<file path="src/rtl/alu_pkg.sv">
// Shared ALU definitions: FSM state encoding, default datapath width and op encoding.
package alu_pkg;

    typedef enum logic [1:0] {
        ST_IDLE  = 2'd0,
        ST_SHIFT = 2'd1,
        ST_DONE  = 2'd2
    } state_e;

    localparam int   ALU_WIDTH = 4;
    localparam logic OP_ADD    = 1'b0;
    localparam logic OP_SUB    = 1'b1;

endpackage

</file>
<file path="src/rtl/full_adder.sv">
// Existing 1-bit full adder cell used for every bit step of the serial engine.
module full_adder (
    input  logic a,
    input  logic b,
    input  logic cin,
    output logic sum,
    output logic cout
);

    assign sum  = a ^ b ^ cin;
    assign cout = (a & b) | (cin & (a ^ b));

endmodule

</file>
<file path="src/rtl/serial_add_sub.sv">
// Bit-serial add/subtract engine, LSB first through one full_adder cell.
// Define SERIAL_ADD_FLAGS_EN to add the Z (zero) and V (signed overflow) outputs.
module serial_add_sub
    import alu_pkg::*;
#(
    parameter int WIDTH = ALU_WIDTH
) (
    input  logic             clk,
    input  logic             rst_n,
    input  logic             in_valid,
    output logic             in_ready,
    input  logic [WIDTH-1:0] A,
    input  logic [WIDTH-1:0] B,
    input  logic             sub,
    output logic             out_valid,
    input  logic             out_ready,
    output logic [WIDTH-1:0] S,
    output logic             Cout
`ifdef SERIAL_ADD_FLAGS_EN
    ,
    output logic             Z,
    output logic             V
`endif
);

    localparam int               CNT_W    = $clog2(WIDTH);
    localparam logic [CNT_W-1:0] CNT_LAST = CNT_W'(WIDTH - 1);

    state_e             state_q, state_d;
    logic [WIDTH-1:0]   a_sr_q, a_sr_d;
    logic [WIDTH-1:0]   b_sr_q, b_sr_d;
    logic [WIDTH-1:0]   s_q, s_d;
    logic [CNT_W-1:0]   cnt_q, cnt_d;
    logic               carry_q, carry_d;
    logic               cout_q, cout_d;
    logic               in_ready_q, in_ready_d;
    logic               out_valid_q, out_valid_d;
    logic               fa_sum, fa_cout;
    logic [WIDTH-1:0]   s_shift;
`ifdef SERIAL_ADD_FLAGS_EN
    logic               z_q, z_d;
    logic               v_q, v_d;
`endif

    full_adder u_full_adder (
        .a    (a_sr_q[0]),
        .b    (b_sr_q[0]),
        .cin  (carry_q),
        .sum  (fa_sum),
        .cout (fa_cout)
    );

    assign s_shift = {fa_sum, s_q[WIDTH-1:1]};

    always_comb begin
        state_d     = state_q;
        a_sr_d      = a_sr_q;
        b_sr_d      = b_sr_q;
        s_d         = s_q;
        cnt_d       = cnt_q;
        carry_d     = carry_q;
        cout_d      = cout_q;
        in_ready_d  = in_ready_q;
        out_valid_d = out_valid_q;
`ifdef SERIAL_ADD_FLAGS_EN
        z_d         = z_q;
        v_d         = v_q;
`endif
        case (state_q)
            ST_IDLE: begin
                if (in_valid && in_ready_q) begin
                    // Subtract is A + ~B + 1: invert B and seed the carry with 1.
                    a_sr_d     = A;
                    b_sr_d     = (sub == OP_SUB) ? ~B : B;
                    carry_d    = (sub == OP_SUB);
                    cnt_d      = '0;
                    s_d        = '0;
                    in_ready_d = 1'b0;
                    state_d    = ST_SHIFT;
                end
            end
            ST_SHIFT: begin
                s_d     = s_shift;
                a_sr_d  = a_sr_q >> 1;
                b_sr_d  = b_sr_q >> 1;
                carry_d = fa_cout;
                if (cnt_q == CNT_LAST) begin
                    cout_d      = fa_cout;
                    out_valid_d = 1'b1;
                    state_d     = ST_DONE;
`ifdef SERIAL_ADD_FLAGS_EN
                    z_d         = (s_shift == '0);
                    v_d         = carry_q ^ fa_cout;
`endif
                end else begin
                    cnt_d = cnt_q + CNT_W'(1);
                end
            end
            ST_DONE: begin
                if (out_ready) begin
                    out_valid_d = 1'b0;
                    in_ready_d  = 1'b1;
                    state_d     = ST_IDLE;
                end
            end
            default: begin
                out_valid_d = 1'b0;
                in_ready_d  = 1'b1;
                state_d     = ST_IDLE;
            end
        endcase
    end

    always_ff @(posedge clk or negedge rst_n) begin
        if (!rst_n) begin
            state_q     <= ST_IDLE;
            a_sr_q      <= '0;
            b_sr_q      <= '0;
            s_q         <= '0;
            cnt_q       <= '0;
            carry_q     <= 1'b0;
            cout_q      <= 1'b0;
            in_ready_q  <= 1'b1;
            out_valid_q <= 1'b0;
`ifdef SERIAL_ADD_FLAGS_EN
            z_q         <= 1'b0;
            v_q         <= 1'b0;
`endif
        end else begin
            state_q     <= state_d;
            a_sr_q      <= a_sr_d;
            b_sr_q      <= b_sr_d;
            s_q         <= s_d;
            cnt_q       <= cnt_d;
            carry_q     <= carry_d;
            cout_q      <= cout_d;
            in_ready_q  <= in_ready_d;
            out_valid_q <= out_valid_d;
`ifdef SERIAL_ADD_FLAGS_EN
            z_q         <= z_d;
            v_q         <= v_d;
`endif
        end
    end

    assign in_ready  = in_ready_q;
    assign out_valid = out_valid_q;
    assign S         = s_q;
    assign Cout      = cout_q;
`ifdef SERIAL_ADD_FLAGS_EN
    assign Z         = z_q;
    assign V         = v_q;
`endif

endmodule

</file>
<file path="config.mk">
export PLATFORM = sky130hd
export DESIGN_NAME = serial_add_sub
export DESIGN_NICKNAME = d
export VERILOG_FILES = /design/src/rtl/alu_pkg.sv /design/src/rtl/full_adder.sv /design/src/rtl/serial_add_sub.sv
export SDC_FILE = /design/constraint.sdc
export NUM_CORES = 1
export LEC_CHECK = 0
export ABC_AREA = 0
export CAP_MARGIN = 25
export CORE_MARGIN = 2
export CORE_UTILIZATION = 50
export CTS_BUF_LIST = sky130_fd_sc_hd__clkbuf_16
export DETAILED_ROUTE_END_ITERATION = 12
export GPL_ROUTABILITY_DRIVEN = 0
export HOLD_SLACK_MARGIN = 0.1
export PLACE_DENSITY = 0.79
export SLEW_MARGIN = 20
export SYNTH_ARGS = -nofsm -noshare
export SYNTH_HDL_FRONTEND = slang
export SYNTH_SLANG_ARGS = --single-unit
</file>
<file path="constraint.sdc">
create_clock -name clk -period 2.7 [get_ports clk]
set_clock_uncertainty 0.1 [all_clocks]
set_input_delay 0.405 -clock clk [delete_from_list [all_inputs] [get_ports clk]]
set_output_delay 0.405 -clock clk [all_outputs]
set_load 0.03 [all_outputs]
</file>
== Yosys cells after proc, flatten, opt, wreduce, memory -nomap -nowiden ==
Index checks and enable logic that the tools add are counted.
Cells by class
  add/subtract/negate cells: 1
  eq/ne operators: 7
  muxes and demuxes: 22
  bitwise gates (word level): 8
  reduce and logical (&&, ||, !) cells: 9
Operators with widths (number)
  $pmux 4 s2: 3
  $mux 4: 4
  $reduce_and 3->1: 4
  $mux 2: 5
  $ne 2x2->1 const B: 4
  $pmux 1 s3: 2
  $pmux 2 s3: 1
  $mux 1: 5
  $eq 2x2->1 const B: 2
  $not 4->4: 1
  $pmux 2 s2: 1
  $reduce_and 2->1: 2
  $add 2x1->2 const B: 1
  $and 1x1->1: 2
  $eq 2x1->1 const B: 1
  $logic_not 2->1: 1
  $not 1->1: 2
  $pmux 1 s2: 1
  $reduce_bool 2->1: 1
  $xor 1x1->1: 2
  $logic_and 1x1->1: 1
  $or 1x1->1: 1
Word-level totals
  register bits after elaboration: 20
  input port bits: 13
  output and inout port bits: 7

== Logic depth before layout (Yosys ltp) ==
Gate-level depths: netlist of the first run.
  depth in word-level cells: 4
  depth in mapped cells: 5
  gate-level depth less buffers: 5

== Modules after synthesis ==
A second synthesis of the first run with hierarchy kept.
Second synthesis, totals
  cell total of the unflattened synthesis: 79
  area, all modules: 933.4 um^2
Modules (own cells, without submodules)
  serial_add_sub: instances 1, cells each 78, area an instance 913.4 um^2, sequential area each 501.7 um^2
  full_adder: instances 1, cells each 1, area an instance 20.0 um^2, sequential area each 0.0 um^2

== Worst setup path after synthesis of the first run ==
No wires, ideal clock.
  path type: register to register
  start: reg in_ready_q (netlist: in_ready)
  end: reg s_q[0] (netlist: S[0])
  library setup time: 0.121 ns
  arrival: 1.322 ns
  required time: 2.479 ns
  setup slack: 1.157 ns
  cell stages (with the launch flop): 5
  buffers on the path: 1
  period minus slack after synthesis: 1.543 ns
  cells stage by stage: dfstp_2 a21oi_2 or2_4 buf_6 a22o_1
On the way
  word-level cells in the longest chain between the ends: 3
Ends and longest elaborated chain
  start, declared: RTL line serial_add_sub.sv:36  | logic in_ready_q, in_ready_d;
  start signal, assigned: RTL line serial_add_sub.sv:137  | in_ready_q <= in_ready_d;
  $logic_and 1x1->1: RTL line serial_add_sub.sv:71  | if (in_valid && in_ready_q) begin
  $ne 2x2->1 (no line)
  $reduce_and 2->1 (no line)
  end signal, assigned: RTL line serial_add_sub.sv:119  | s_q <= '0;
  end signal, assigned: RTL line serial_add_sub.sv:133  | s_q <= s_d;
  end, declared: RTL line serial_add_sub.sv:32  | logic [WIDTH-1:0] s_q, s_d;
Every way passes these cells.
A chain may end at the register's enable or synchronous reset.

== Worst setup path in the final report of the first run ==
  start: reg in_ready_q (netlist: in_ready)
  end: out in_ready
RTL lines
  end, declared: RTL line serial_add_sub.sv:11  | output logic in_ready,
No word-level cell between the ends.

==> impl_metrics.csv, run 1 <==
group,metric,value,unit
setup_path,r2r-start,"in_ready",
yosys,ys_types,31,
cts,cts_made_buffers,3,
drt,route.detailed.drc,0,
sta,period_minus_slack,2000,ps
yosys,synth-seq-cells,20,
placement,hpwl,1.24,mm
global_route,met3_usage,0.0462,
global_route,busiest_layer,"met2",
finish,antennaDiodeCount,0,
cts,clkTransAtPathRegs,50,ps
die,fp.dieW,47.3,µm
power,leakage,0.532,nW
die,num_rows,15,
yosys,ys_warn_count,0,
setup_path,critPathKind,"reg -> out",
die,die_area,0.00224,mm²
drt,vias,705,
global_route,grt_pass1_wl,2.99,mm
global_route,grt_max_degree,21,
setup_path,worst-path-buf-inv,1,
drt,firstDrtPassIters,4,
global_route,grt_pass1_vias,686,
setup_path,max_stage_delay,680,ps
finish,layout.cells.non_filler,129,
cts,clk_latency,250,ps
die,fp.coreArea,0.00175,mm²
placement,dp.cells,125,
setup_path,r2r_cells,3,
drt,routed_via_density,5.47,
sta,timing.fmax,500,MHz
power,fin_total_pwr,1.27,mW
die,start_util,0.537,
placement,dpl_cell_area,0.00113,mm²
global_route,grt_use_met1,0.249,
finish,postLayoutCellArea,0.00121,mm²
setup_path,timing.rr.end,"b_sr_q[1]",
global_route,antenna_found_initial,0,
global_route,grtUsageTotal,0.195,
cts,clock_path_buffers,2,
cts,root_buffer,"clkbuf_16",
worst_hold_path,holdPathStages,1,
die,die_h,47.3,µm
die,ios,20,
sta,worst_slew_margin_rel,0.434,
drt,detail_route.wl_per_cell,14.0,µm
sta,slew_violations,0,
global_route,grt-ovfl-total,0,
cts,cts_resized,0,
setup_path,crit_start,"in_ready",
setup_path,required,2190,ps
yosys,async_flop_share,1.00,
setup_path,rrSetupSlack,1160,ps
finish,drive_gt1_frac,0.0673,
yosys,syn_area_per_cell,10.9,µm²
cts,postCtsHoldBufs,0,
drt,finalWirelength,1.81,mm
setup_path,worstPathArrival,1500,ps
cts,cts_tree,"done",
run_status,status,"completed",
sta,tns,0,ps
setup_path,crit_slowest_cell,"clkdlybuf4s50_1",
sta,rsz0062_at_grt,"no",
sta,tightestPinTransition,847,ps
setup_path,cp_num_cells,1,
placement,portBuffers,19,
setup_path,crit_path_max_fanout,5,
sta,hold_viol,0,
cts,cts_setup_buffers,0,
worst_hold_path,hold_path.class,"reg -> reg",
yosys,synth_edf_count,0,
drt,drtIter0Drc,22,
yosys,synth_nets,101,
setup_path,cp-end-kind,"output port",
cts,htreeDepth,1,
setup_path,critical_path.top_delay_family,"buffers and inverters",
finish,area_growth,29.0,%
power,power_density,1050,mW/mm²
yosys,synthesis.area,937,µm²
finish,nets,120,
sta,setup_viol,0,
power,ir_drop,0.718,mV
cts,numClockSinks,20,
sta,fin_crit_sh,0.741,
run,cap_violations,0,
setup_path,startpoint_type,"register",
worst_hold_path,hold_start,"S[0]",
yosys,synthFlopType,"dfrtp_1",
setup_path,cp-endpoint,"in_ready",
global_route,grtUsageMet2,0.308,
yosys,syn-instance-count,86,
placement,post-place-ws,792,ps
setup_path,cp_cell_sequence,"clkdlybuf4s50_1",
yosys,seq_area_frac_synth,0.535,
sta,fin_ws,699,ps
drt,ant_nets,0,
[cell usage in the layout, fill, tap and decap left out, types with 2 or more instances in the layout]
master	count
dfrtp_1	19
clkdlybuf4s50_1	19
o21ai_0	12
inv_1	6
a22o_1	5
nor2_1	5
mux2i_1	3
a21oi_1	3
nand2_1	3
xnor2_1	3
a221o_1	3
clkbuf_16	3
nand2b_1	2
o21ai_1	2
[power by group]
part	leakage, nW	internal [mW]	switching, mW
registers	0.256	0.414	0.0863
clock network	0.0385	0.197	0.100
logic	0.238	0.221	0.247
[registers in the layout (all words and copies together), names as in the netlist]
name       count
cnt_q          2
carry_q        1
out_valid      1
state_q        2
a_sr_q         4
Cout           1
S              4
in_ready       1
b_sr_q         4
[Yosys cell counts, types with 2 or more instances]
cell	count	area share
dfrtp_1	19	0.51
o21ai_1	2	0.011
nand2b_1	2	0.013
a221o_1	3	0.032
mux2i_1	3	0.032
xnor2_1	3	0.028
buf_2	2	0.011
o21ai_0	12	0.064
nor2_1	5	0.020
a21oi_1	3	0.016
a22o_1	5	0.047
inv_1	6	0.024
nand2_1	3	0.012
[worst min path at each step]
stage | slack (ps) | end
2_1_floorplan | 9 | Cout
3_3_place_gp | 390 | b_sr_q[2]
3_5_place_dp | 390 | b_sr_q[2]
4_1_cts | 400 | b_sr_q[2]
5_1_grt | 420 | a_sr_q[3]
6_report | 400 | S[0]
[through the flow]
step	hold slack (ps)	util
final	401	0.692
after global routing	417	0.692
after CTS	401	0.692
after detailed placement	389	0.647
after global placement	388	0.647
after floorplan	9.41	-
[logic make-up after synthesis]
| group | synth area share |
|---|---|
| flip-flops | 0.535 |
| multiplexers | 0.0320 |
| buffers and inverters | 0.0627 |
| XOR/XNOR | 0.0374 |
| AO/OA/AOI/OAI | 0.196 |
| adder cells (fa/ha/maj) | 0.0347 |
| AND/OR/NAND/NOR | 0.101 |
[metal layers]
layer,wire [µm],part of all wire,up-vias
met3,98,0.054,4
li1,-,-,337
met4,26,0.014,0
met1,828,0.46,336
met5,0,0,-
met2,854,0.47,28
[final cells by class]
class | instances | area, µm²
well taps | 25 | 31.3
inverters | 6 | 22.5
repair buffers | 20 | 198
multi-input cells | 54 | 377
fillers | 133 | 537
clock inverters | 1 | 3.75
flip-flops and latches | 20 | 502
clock buffers | 3 | 75.1
Note: power is estimated with default switching activity, not from simulation.
==> run 2: changes to the inputs <==
Settings changed: CORE_UTILIZATION 50 to 44, PLACE_DENSITY 0.79 to 0.73.
Clock period 2.7 ns to 1.65 ns, I/O delays scaled along.
==> impl_metrics.csv, run 2 (synthesized netlist as in run 1, its figures left out) <==
group,metric,value,unit
run_status,status,"completed",
finish,regArea,502,µm²
setup_path,critical_path.top_delay_family,"buffers and inverters",
sta,worst_slew_margin_rel,0.748,
die,fp.coreArea,0.00198,mm²
sta,fin_ws,41.4,ps
setup_path,critPathKind,"reg -> out",
drt,ant_nets,0,
finish,utilization,0.632,
global_route,grt_pass1_wl,3.15,mm
setup_path,required,1300,ps
drt,routed_via_density,5.16,
drt,finalWirelength,1.84,mm
global_route,grt_max_degree,16,
sta,fin_crit_sh,0.975,
drt,firstDrtPassIters,4,
cts,clk_latency,250,ps
sta,tightestPinTransition,378,ps
sta,tns,0,ps
setup_path,crit_path_max_fanout,2,
setup_path,cp_cell_sequence,"clkdlybuf4s50_1",
setup_path,worst-path-buf-inv,1,
power,power_density,1670,mW/mm²
sta,setup_viol,0,
die,die_area,0.00252,mm²
cts,numClockSinks,20,
sta,timing.fmax,622,MHz
drt,detail_route.wl_per_cell,13.5,µm
cts,clkTransAtPathRegs,50,ps
power,p_sw_frac,0.341,
setup_path,startpoint_type,"register",
sta,rsz0062_at_grt,"no",
cts,cts_tree,"done",
power,power_frac_seq,0.387,
finish,antennaDiodeCount,0,
setup_path,max_stage_delay,670,ps
global_route,antenna_found_initial,0,
setup_path,cp_num_cells,1,
cts,htreeDepth,1,
placement,hpwl,1.41,mm
power,leakage,0.596,nW
power,ir_drop,0.885,mV
finish,nets,125,
sta,period_minus_slack,1610,ps
drt,route.detailed.drc,0,
power,p_comb_frac,0.377,
global_route,grt-ovfl-total,0,
die,start_util,0.473,
placement,post-place-ws,-28.1,ps
power,clkPwrFrac,0.236,
setup_path,r2r_cells,3,
finish,multiInputGateArea,377,µm²
worst_hold_path,hold_path.class,"in -> async",
cts,cts_setup_buffers,0,
sta,hold_viol,0,
power,switching_power,0.714,mW
setup_path,cp-end-kind,"output port",
setup_path,crit_slowest_cell,"clkdlybuf4s50_1",
finish,area_growth,33.6,%
cts,root_buffer,"clkbuf_16",
global_route,grt_pass1_vias,668,
run,cap_violations,0,
setup_path,worstPathArrival,1260,ps
placement,dpl_cell_area,0.00117,mm²
drt,drtIter0Drc,10,
cts,clock_path_buffers,2,
placement,portBuffers,19,
power,power.internal,1.38,mW
sta,slew_violations,0,
finish,layout_commonest_cell,"dfrtp_1",
die,fp.dieW,50.2,µm
die,die_h,50.2,µm
finish,postLayoutCellArea,0.00125,mm²
global_route,grtUsageTotal,0.171,
finish,drive_gt1_frac,0.110,
die,ios,20,
power,fin_total_pwr,2.09,mW
die,num_rows,16,
cts,cts_made_buffers,3,
finish,layout_common_cells,"19 x dfrtp_1, 13 x clkdlybuf4s50_1, 12 x o21ai_0",
drt,vias,702,
finish,fillers,168,
## run 2: cell types whose count changed in the layout (fill, tap and decap cells not counted), sizes merged
cell           change
dlygate4sd2        +3
dlymetal6s2s       +3
clkdlybuf4s50      -6
buf                +5
## run 2: what timing repair did
action                                  CTS  global route
endpoints found under the setup margin    3             3
gates resized for setup                   3             3
hold buffers                              0             0
endpoints found under the hold margin     0             0
## run 2: per-stage QoR
step / hold WS [ps] / instances
after floorplan: -148 / 86
after global placement: 382 / 132
after detailed placement: 396 / 132
after CTS: 156 / 136
after global routing: 161 / 136
final: 148 / 136
## run 2: cell type report
class                      instances  area share
sequential                        20       0.401
timing repair buffer              25       0.191
clock buffer                       3      0.0599
inverter                           6      0.0180
multi-input combinational         54       0.301
clock inverter                     1     0.00300
tap                               27      0.0270
## run 2: final timing paths
path | start | endpoint | slack [ps]
worst max-delay path | Cout | Cout | 40
worst min-delay path | rst_n | out_valid | 150
worst max register to register | in_ready | b_sr_q[1] | 160
worst min register to register | S[0] | S[0] | 390
max in group asynchronous | rst_n | a_sr_q[0] | 810
min in group clk | S[0] | S[0] | 390
## run 2: per-layer routing
layer  track usage  vias to the layer above  wire, µm
met3        0.0446                        3        76
li1              -                      345         -
met5             0                        -         0
met2         0.248                       14       849
met4        0.0833                        0        29
met1         0.237                      340       885
## run 2: power by group through the flow
stage	registers, mW	logic (mW)	clock network, mW
after CTS	0.811	0.801	0.501
after detailed placement	0.818	0.811	0
final	0.808	0.788	0.494
after global placement	0.809	0.784	0
after global routing	0.837	0.875	0.529
after floorplan	0.872	0.485	0
